[config.mk]
export PLATFORM = sky130hd
export DESIGN_NAME = mem_req_watchdog
export DESIGN_NICKNAME = d
export VERILOG_FILES = /design/src/rtl/mem_req_watchdog_pkg.sv /design/src/rtl/mem_req_watchdog.sv
export SDC_FILE = /design/constraint.sdc
export NUM_CORES = 1
export LEC_CHECK = 0
export ABC_AREA = 0
export CAP_MARGIN = 40
export CORE_AREA = 3 3 338 340
export DETAILED_ROUTE_END_ITERATION = 10
export DIE_AREA = 0 0 341 343
export GPL_TIMING_DRIVEN = 0
export PLACE_DENSITY = 0.48
export SLEW_MARGIN = 20
export SYNTH_ARGS = -nofsm -noshare
export SYNTH_HDL_FRONTEND = slang
export SYNTH_SLANG_ARGS = --single-unit
[constraint.sdc]
create_clock -name clock -period 4.41 [get_ports clock]
set_input_delay 0.882 -clock clock [delete_from_list [all_inputs] [get_ports clock]]
set_output_delay 0.882 -clock clock [all_outputs]
set_load 0.02 [all_outputs]
[src/rtl/mem_req_watchdog_pkg.sv]
// Shared memory-bus encodings and the request watchdog state type.
package mem_req_watchdog_pkg;

   localparam logic [4:0]  UMEM_OPM_READY   = 5'h00;
   localparam logic [1:0]  UMEM_OK_READY    = 2'd0;
   localparam logic [1:0]  UMEM_OK_OK       = 2'd1;
   localparam logic [1:0]  UMEM_OK_HOLD     = 2'd2;
   localparam logic [1:0]  UMEM_OK_FAULT    = 2'd3;
   localparam logic [63:0] UV64_00          = 64'h0;
   // Bit 15 plus [11:8]=F broadcast the exception to both join clients.
   localparam logic [15:0] UMEM_EXC_TIMEOUT = 16'h8F0A;

   typedef enum logic [1:0] {
      IDLE   = 2'd0,
      ACTIVE = 2'd1,
      FAULT  = 2'd2,
      FLUSH  = 2'd3
   } wdState_t;

endpackage

[src/rtl/mem_req_watchdog.sv]
// Request-timeout guard between the memory join and the L2 port; registers
// both directions and abandons/flushes requests that outlive TIMEOUT cycles.
module mem_req_watchdog
   import mem_req_watchdog_pkg::*;
#(
   parameter int unsigned TIMEOUT = 4095
) (
   input  logic         clock,
   input  logic         reset,
   input  logic [127:0] upOutData,
   input  logic [47:0]  upAddrA,
   input  logic [47:0]  upAddrB,
   input  logic [4:0]   upOpm,
   output logic [127:0] upInData,
   output logic [1:0]   upOK,
   output logic [63:0]  upBusExc,
   input  logic [127:0] dnInData,
   input  logic [1:0]   dnOK,
   input  logic [63:0]  dnBusExc,
   output logic [127:0] dnOutData,
   output logic [47:0]  dnAddrA,
   output logic [47:0]  dnAddrB,
   output logic [4:0]   dnOpm,
   output logic [15:0]  faultCount
);

   localparam logic [15:0] TIMEOUT_M1 = 16'(TIMEOUT - 1);

   wdState_t     state, nextState;
   logic [15:0]  cnt;
   logic [47:0]  excAddr;
   logic         fwd;

   logic [127:0] nUpInData, nDnOutData;
   logic [1:0]   nUpOK;
   logic [63:0]  nUpBusExc;
   logic [47:0]  nDnAddrA, nDnAddrB;
   logic [4:0]   nDnOpm;

   always_comb begin
      nextState = state;
      case (state)
         IDLE:   if (upOpm != UMEM_OPM_READY) nextState = ACTIVE;
         ACTIVE: begin
            // Completion takes priority over a timeout landing on the same cycle.
            if (upOpm == UMEM_OPM_READY && dnOK == UMEM_OK_READY) nextState = IDLE;
            else if (cnt == TIMEOUT_M1)                            nextState = FAULT;
         end
         FAULT:  if (upOpm == UMEM_OPM_READY) nextState = FLUSH;
         FLUSH:  if (dnOK == UMEM_OK_READY)   nextState = IDLE;
         default: nextState = IDLE;
      endcase
   end

   // Outputs are registered from the next state so a fault shows the same
   // edge the FSM enters FAULT. Traffic only passes while both the current
   // and next state are live, which keeps FLUSH leftovers off both buses.
   always_comb begin
      fwd        = (state == IDLE || state == ACTIVE) &&
                   (nextState == IDLE || nextState == ACTIVE);
      nDnOpm     = UMEM_OPM_READY;
      nDnAddrA   = '0;
      nDnAddrB   = '0;
      nDnOutData = '0;
      nUpOK      = UMEM_OK_READY;
      nUpInData  = '0;
      nUpBusExc  = dnBusExc;
      if (fwd) begin
         nDnOpm     = upOpm;
         nDnAddrA   = upAddrA;
         nDnAddrB   = upAddrB;
         nDnOutData = upOutData;
         nUpOK      = dnOK;
         nUpInData  = dnInData;
      end else if (nextState == FAULT) begin
         nUpOK = UMEM_OK_FAULT;
         if (state != FAULT) nUpBusExc = {excAddr, UMEM_EXC_TIMEOUT};
      end else if (nextState == FLUSH) begin
         nUpOK = UMEM_OK_HOLD;
      end
   end

   always_ff @(posedge clock) begin
      if (reset) begin
         state      <= IDLE;
         cnt        <= '0;
         excAddr    <= '0;
         faultCount <= '0;
         dnOpm      <= UMEM_OPM_READY;
         dnAddrA    <= '0;
         dnAddrB    <= '0;
         dnOutData  <= '0;
         upOK       <= UMEM_OK_READY;
         upInData   <= '0;
         upBusExc   <= UV64_00;
      end else begin
         state     <= nextState;
         dnOpm     <= nDnOpm;
         dnAddrA   <= nDnAddrA;
         dnAddrB   <= nDnAddrB;
         dnOutData <= nDnOutData;
         upOK      <= nUpOK;
         upInData  <= nUpInData;
         upBusExc  <= nUpBusExc;
         if (state == IDLE && nextState == ACTIVE) begin
            cnt     <= '0;
            excAddr <= upAddrA;
         end else if (state == ACTIVE) begin
            cnt <= cnt + 16'd1;
         end
         if (state == ACTIVE && nextState == FAULT && faultCount != 16'hFFFF)
            faultCount <= faultCount + 16'd1;
      end
   end

endmodule

==> results.py, run 1 <==
metrics = {
    "synth": {
        "ys_warn_count": 0,
        "netlist_area_um2": 15100,
        "ys_ff_latch": 505,
        "synth_edf_count": 0,
        "synth.top_cell.area_share": 0.670,
        "yosys.area.top_type": "dfxtp_1",
        "ys_seq_area_frac": 0.670,
        "synthDistinctLibCells": 44,
        "syn_nets": 1864,
        "async_reset_ff_frac": 0,
        "synthTopCellsByArea": "dfxtp_1, and2_1, nand2_1, a21oi_1, clkbuf_1",
        "synth_ff_type": "dfxtp_1",
        "syn_inst": 1436,
        "synth_area_per_cell_um2": 10.5,
    },
    "cells_and_area": {
        "mostFrequentLayoutCell": "clkdlybuf4s50_1",
        "area_delta_synth_final_pct": 83.6,
        "drive_gt1_frac": 0.0572,
        "final_cell_area_um2": 27700,
        "final_nets": 2796,
        "final_cell_mix": "clkdlybuf4s50_1, dfxtp_1, and2_1, nand2_1, a21oi_1",
        "fin_cells": 3920,
    },
    "worst_setup_path": {
        "path_common_cell": "and2_1",
        "crit_required_ps": 4990,
        "r2r-start": "state[1]",
        "worstPathCellList": "clkdlybuf4s50_1, nor3_1, a31oi_1, and2_1, buf_4, nor3_4, buf_16, buf_2, clkbuf_1, and2_1",
        "cp.arrival_ps": 4370,
        "critPathCaptureType": "register",
        "crit_buf_inv": 5,
        "critPathMaxStageDelay_ps": 660,
        "cpMaxStageDelayCell": "clkbuf_1",
        "cp_max_fo": 10,
        "crit_type": "in2reg",
        "critPathTopFamily": "buffers and inverters",
        "critPathLaunch": "upOpm[1]",
        "startpoint_type": "primary input",
    },
    "sta": {
        "post-route-min-period_ps": 3790,
        "maxSlewViolCount": 0,
        "fmax_ghz": 0.264,
        "period_share": 0.860,
        "rsz0062_at_grt": "no",
        "finalHoldViolCount": 0,
        "skew_ps": 17.0,
        "worst_slack_ps": 617,
        "tightest_slew_ps": 800,
        "tns_ps": 0,
        "setup_viol": 0,
        "maxSlewHeadroom": 0.466,
    },
    "detailed_routing": {
        "firstDrtPassIters": 5,
        "wl_mm": 76.5,
        "drc": 0,
        "drt_iter0_drc": 415,
        "wl_per_cell_um": 19.5,
        "ant_nets": 0,
        "routed-via-count": 13000,
        "routed_via_density": 3.33,
    },
    "global_routing": {
        "antenna_found_initial": 28,
        "grt_pass1_wl_mm": 102,
        "grt_use_total": 0.124,
        "gr-total-overflow": 0,
        "grt_max_degree": 17,
        "first_global_vias": 13100,
    },
    "hold_path": {
        "min_path_type": "reg2reg",
        "hold_start": "excAddr[26]",
    },
    "clock_network": {
        "insertion_delay_ps": 650,
        "hold_buffers": 0,
        "cts.sinks": 505,
        "cts_setup_buffers": 0,
        "clk_pin_slew_ps": 60,
        "cts.htree.levels": 2,
        "root_buffer": "clkbuf_16",
        "clk_path_buf_depth": 3,
        "cts_tree": "built",
        "numCtsBuffers": 60,
        "cts_resized": 0,
    },
    "floorplanning": {
        "row_count": 123,
        "fp.dieW_um": 341,
        "die_h_um": 343,
        "initial_core_util": 0.135,
        "ioPinCount": 864,
        "coreArea_um2": 112000,
        "die_area_um2": 117000,
    },
    "run_status": {
        "status": "finished clean",
    },
    "placement": {
        "place_area_um2": 25700,
        "place_congestion": 0.764,
        "port_buffers": 863,
        "dp_slack_ps": -242,
        "dpl.cell_count": 3806,
        "post-dp-hpwl_mm": 62.4,
    },
    "pwr": {
        "total_power_mw": 11.3,
        "p_leak_nw": 10.5,
        "vdd_drop_max_v": 0.000269,
        "p_per_area_nw_per_um2": 409,
    },
    "flow_run": {
        "maxCapViolations": 0,
    },
}
cell families (layout without fill, tap and decap cells):
| group | count (synthesis) | in the layout | share of synthesized area |
|---|---|---|---|
| AND/OR/NAND/NOR | 685 | 685 | 0.244 |
| flip-flops | 505 | 505 | 0.670 |
| AO/OA/AOI/OAI | 134 | 134 | 0.0471 |
| buffers and inverters | 91 | 1069 | 0.0254 |
| XOR/XNOR | 15 | 15 | 0.00871 |
| adder cells (fa/ha/maj) | 3 | 3 | 0.00249 |
| multiplexers | 3 | 3 | 0.00216 |
| other | 0 | 6 | 0 |
final timing paths:
kind	slack, ps	depth (start not counted)	end
setup / recovery	620	10	dnAddrB[43]
hold / removal	450	2	upBusExc[42]
setup reg to reg	920	10	dnAddrB[43]
hold reg to reg	450	2	upBusExc[42]
state kept, by name (all words and copies together), names as in the netlist, 5 cells and up:
signal	flops
dnOutData	128
upInData	128
upBusExc	64
dnAddrA	48
dnAddrB	48
excAddr	48
cnt	16
faultCount	16
dnOpm	5
routing by layer:
metal / global-route usage / up-vias / routed length, um
met5: 0 / - / 26
met1: 0.148 / 5986 / 31300
li1: - / 6404 / -
met3: 0.0492 / 115 / 7110
met4: 0.0325 / 4 / 1810
met2: 0.207 / 539 / 36300
final cells by class:
| type | instances | area, um^2 |
|---|---|---|
| fill | 12100 | 84200 |
| sequential | 505 | 10100 |
| antenna | 6 | 15.0 |
| clock inverter | 18 | 205 |
| multi-input combinational | 840 | 4590 |
| inverter | 6 | 22.5 |
| clock buffer | 90 | 1760 |
| timing repair buffer | 870 | 8740 |
| buffer | 85 | 367 |
| tap | 1500 | 1880 |
per-stage QoR:
stage                     hold WS [ps]  utilization
after floorplan                    432            -
after global placement             444        0.229
after detailed placement           447        0.230
after CTS                          451        0.247
after global routing               469        0.247
final                              451        0.248
worst min-delay path: cells and delay by family (launching register included):
| family | cells | cell delay, ps |
|---|---|---|
| flops | 1 | 310 |
| simple gates | 1 | 50 |
| compound gates | 1 | 50 |
synth_stat cells (all sizes together), types with 3 or more instances:
library cell / number
a21oi: 111
and2: 368
and4: 3
buf: 28
clkbuf: 57
dfxtp: 505
ha: 3
inv: 6
nand2: 208
nand2b: 5
nand3: 11
nand4: 9
nor2: 49
nor2b: 3
nor3: 5
o21ai: 11
or3: 11
or4: 4
xnor2: 7
xor2: 8
power breakdown:
group          total, mW  leakage [nW]  internal, mW  switching [mW]
clock               4.98         0.973          2.93            2.05
sequential          4.87          4.20          4.80          0.0734
combinational       1.47          5.28         0.798           0.670
(Power assumes the default switching activity.)
==> inputs of run 2 (changes only) <==
--- a/config.mk
+++ b/config.mk
@@ -8,6 +8,7 @@
 export ABC_AREA = 0
 export CAP_MARGIN = 40
 export CORE_AREA = 3 3 338 340
+export CTS_CLUSTER_DIAMETER = 100
 export DETAILED_ROUTE_END_ITERATION = 10
 export DIE_AREA = 0 0 341 343
 export GPL_TIMING_DRIVEN = 0
==> results of run 2 <==
The final DEF is identical to that of run 1; final timing and power are the same.
==> inputs of run 3 (changes only) <==
--- a/config.mk
+++ b/config.mk
@@ -9,9 +9,10 @@
 export CAP_MARGIN = 40
 export CORE_AREA = 3 3 338 340
 export CTS_CLUSTER_DIAMETER = 100
+export CTS_CLUSTER_SIZE = 30
 export DETAILED_ROUTE_END_ITERATION = 10
 export DIE_AREA = 0 0 341 343
-export GPL_TIMING_DRIVEN = 0
+export GPL_TIMING_DRIVEN = 1
 export PLACE_DENSITY = 0.48
 export SLEW_MARGIN = 20
 export SYNTH_ARGS = -nofsm -noshare
==> constraint.sdc (replaced) <==
create_clock -name clock -period 4.41 [get_ports clock]
set_input_delay 0.882 -clock clock [delete_from_list [all_inputs] [get_ports clock]]
set_output_delay 0.882 -clock clock [all_outputs]
set_load 0.01 [all_outputs]
==> run 3 against run 2 <==
Against the previous run: first-iteration DRC count increased by 0.72%; clock skew up 19 ps; clock power is 41% lower; global-route usage fell by 1.7 points; routed wire length down 12%; die area unchanged; utilization decreased by 1.2 points; non-clock buffer count shrank 78; sequential power barely moved; maximum frequency up 23%; critical path type unchanged; critical endpoint is now upInData[97]; largest power group is now registers.
==> results.py, run 3 (same netlist as run 1, synthesis figures left out) <==
metrics = {
    "worst_setup_path": {
        "endpoint": "upInData[97]",
        "reg2reg_to": "dnAddrB[7]",
        "reg2reg_depth": 6,
        "cp_max_fo": 177,
        "startpoint_type": "primary input",
        "critPathLaunch": "upOpm[1]",
        "cp.arrival_ps": 3650,
        "critPathCaptureType": "register",
        "r2r_slack_ps": 1410,
        "r2r-start": "cnt[2]",
        "crit_type": "in2reg",
        "crit_required_ps": 4970,
    },
    "sta": {
        "period_share": 0.699,
        "finalHoldViolCount": 0,
        "post-route-min-period_ps": 3080,
        "tightest_slew_ps": 917,
        "tns_ps": 0,
        "setup_viol": 0,
        "whs_ps": 456,
        "worst_slack_ps": 1330,
        "fmax_ghz": 0.324,
        "maxSlewViolCount": 0,
        "skew_ps": 35.9,
        "maxSlewHeadroom": 0.389,
        "rsz0062_at_grt": "no",
    },
    "pwr": {
        "pwr-share-clk": 0.324,
        "seqPwrFrac": 0.538,
        "total_power_mw": 9.07,
        "p_leak_nw": 9.74,
        "internal_power_mw": 6.81,
        "pwr-share-comb": 0.138,
        "p_sw_frac": 0.249,
        "p_sw_mw": 2.26,
        "p_per_area_nw_per_um2": 345,
        "vdd_drop_max_v": 0.000279,
    },
    "global_routing": {
        "grt_max_degree": 178,
        "gr-total-overflow": 0,
        "first_global_vias": 12300,
        "grt_use_total": 0.107,
        "antenna_found_initial": 13,
        "grt_pass1_wl_mm": 91.8,
    },
    "placement": {
        "dp_slack_ps": 644,
        "post-dp-hpwl_mm": 53.0,
        "place_area_um2": 25400,
        "place_congestion": 0.768,
        "dpl.cell_count": 3728,
        "port_buffers": 863,
    },
    "clock_network": {
        "numCtsBuffers": 25,
        "hold_buffers": 0,
        "cts_tree": "built",
        "insertion_delay_ps": 630,
        "cts.sinks": 505,
        "clk_path_buf_depth": 3,
        "cts_resized": 0,
        "cts.htree.levels": 1,
        "cts_setup_buffers": 0,
        "clk_pin_slew_ps": 120,
        "root_buffer": "clkbuf_16",
    },
    "detailed_routing": {
        "drt_iter0_drc": 418,
        "ant_nets": 0,
        "firstDrtPassIters": 4,
        "dr_wl_met3_mm": 6.16,
        "dr_wl_met2_mm": 33.0,
        "drc": 0,
        "wl_mm": 67.0,
        "wl_met1_mm": 26.4,
        "routed-via-count": 12400,
        "routed_via_density": 3.27,
        "wl_per_cell_um": 17.8,
        "routed.top_layer": "met5",
    },
    "run_status": {
        "status": "finished clean",
    },
    "flow_run": {
        "maxCapViolations": 0,
    },
    "cells_and_area": {
        "final_cell_mix": "clkdlybuf4s50_1, dfxtp_1, and2_1, nand2_1, a21oi_1",
        "area_delta_synth_final_pct": 74.4,
        "final_util": 0.235,
        "mostFrequentLayoutCell": "clkdlybuf4s50_1",
        "drive_gt1_frac": 0.0282,
        "fin_cells": 3774,
        "final_nets": 2683,
        "reg.largest.list": "dnOutData: 128 flops, upInData: 128 flops, upBusExc: 64 flops",
        "nFillCells": 12100,
        "final_cell_area_um2": 26300,
    },
    "hold_path": {
        "min_path_type": "reg2reg",
    },
    "floorplanning": {
        "die_area_um2": 117000,
        "die_h_um": 343,
        "ioPinCount": 864,
        "fp.dieW_um": 341,
        "initial_core_util": 0.135,
        "coreArea_um2": 112000,
        "row_count": 123,
    },
}
## run 3: cell types whose count changed in the layout (fill, tap and decap cells not counted), sizes merged
cell,before,now
buf,35,15
bufinv,3,1
clkbuf,147,30
clkdlybuf4s50,863,862
clkinv,11,7
clkinvlp,1,2
diode,6,5
inv,9,7
## run 3: worst min-delay path by stage
stage / end / cells past startpoint / start / slack (ps)
2_1_floorplan: upBusExc[18] / 2 / excAddr[2] / 430
3_3_place_gp: upBusExc[50] / 2 / excAddr[34] / 440
3_5_place_dp: upBusExc[53] / 2 / excAddr[37] / 440
4_1_cts: excAddr[27] / 2 / excAddr[27] / 460
5_1_grt: excAddr[38] / 2 / excAddr[38] / 480
6_report: upBusExc[34] / 2 / excAddr[18] / 460
## run 3: critical path, cell delays in order
cell             delay (ps)
clkdlybuf4s50_1         420
nor3_1                  480
a31oi_1                 310
and2_4                  370
nor3_4                  230
buf_12                  310
and2_1                  250
## run 3: metal layers
metal | global-route usage | vias up
met1 | 0.125 | 5735
met3 | 0.0417 | 55
met4 | 0.0248 | 4
li1 | - | 6126
met5 | 0 | -
met2 | 0.185 | 439
## run 3: cell type report
type / instances / area (um^2) / area share
timing repair buffer: 877 / 8790 / 0.334
clock inverter: 11 / 213 / 0.00809
antenna: 5 / 12.5 / 0.000476
sequential: 505 / 10100 / 0.384
multi-input combinational: 840 / 4600 / 0.175
tap: 1500 / 1880 / 0.0713
clock buffer: 30 / 674 / 0.0256
inverter: 6 / 22.5 / 0.000856
## run 3: power by group through the flow
stage / Sequential (mW) / Clock (mW) / Combinational, mW
after floorplan: 5.07 / 0 / 0.230
after detailed placement: 4.99 / 0 / 1.28
final: 4.88 / 2.94 / 1.25
after global placement: 4.99 / 0 / 1.28
after CTS: 4.89 / 3.13 / 1.28
after global routing: 4.91 / 3.25 / 1.34
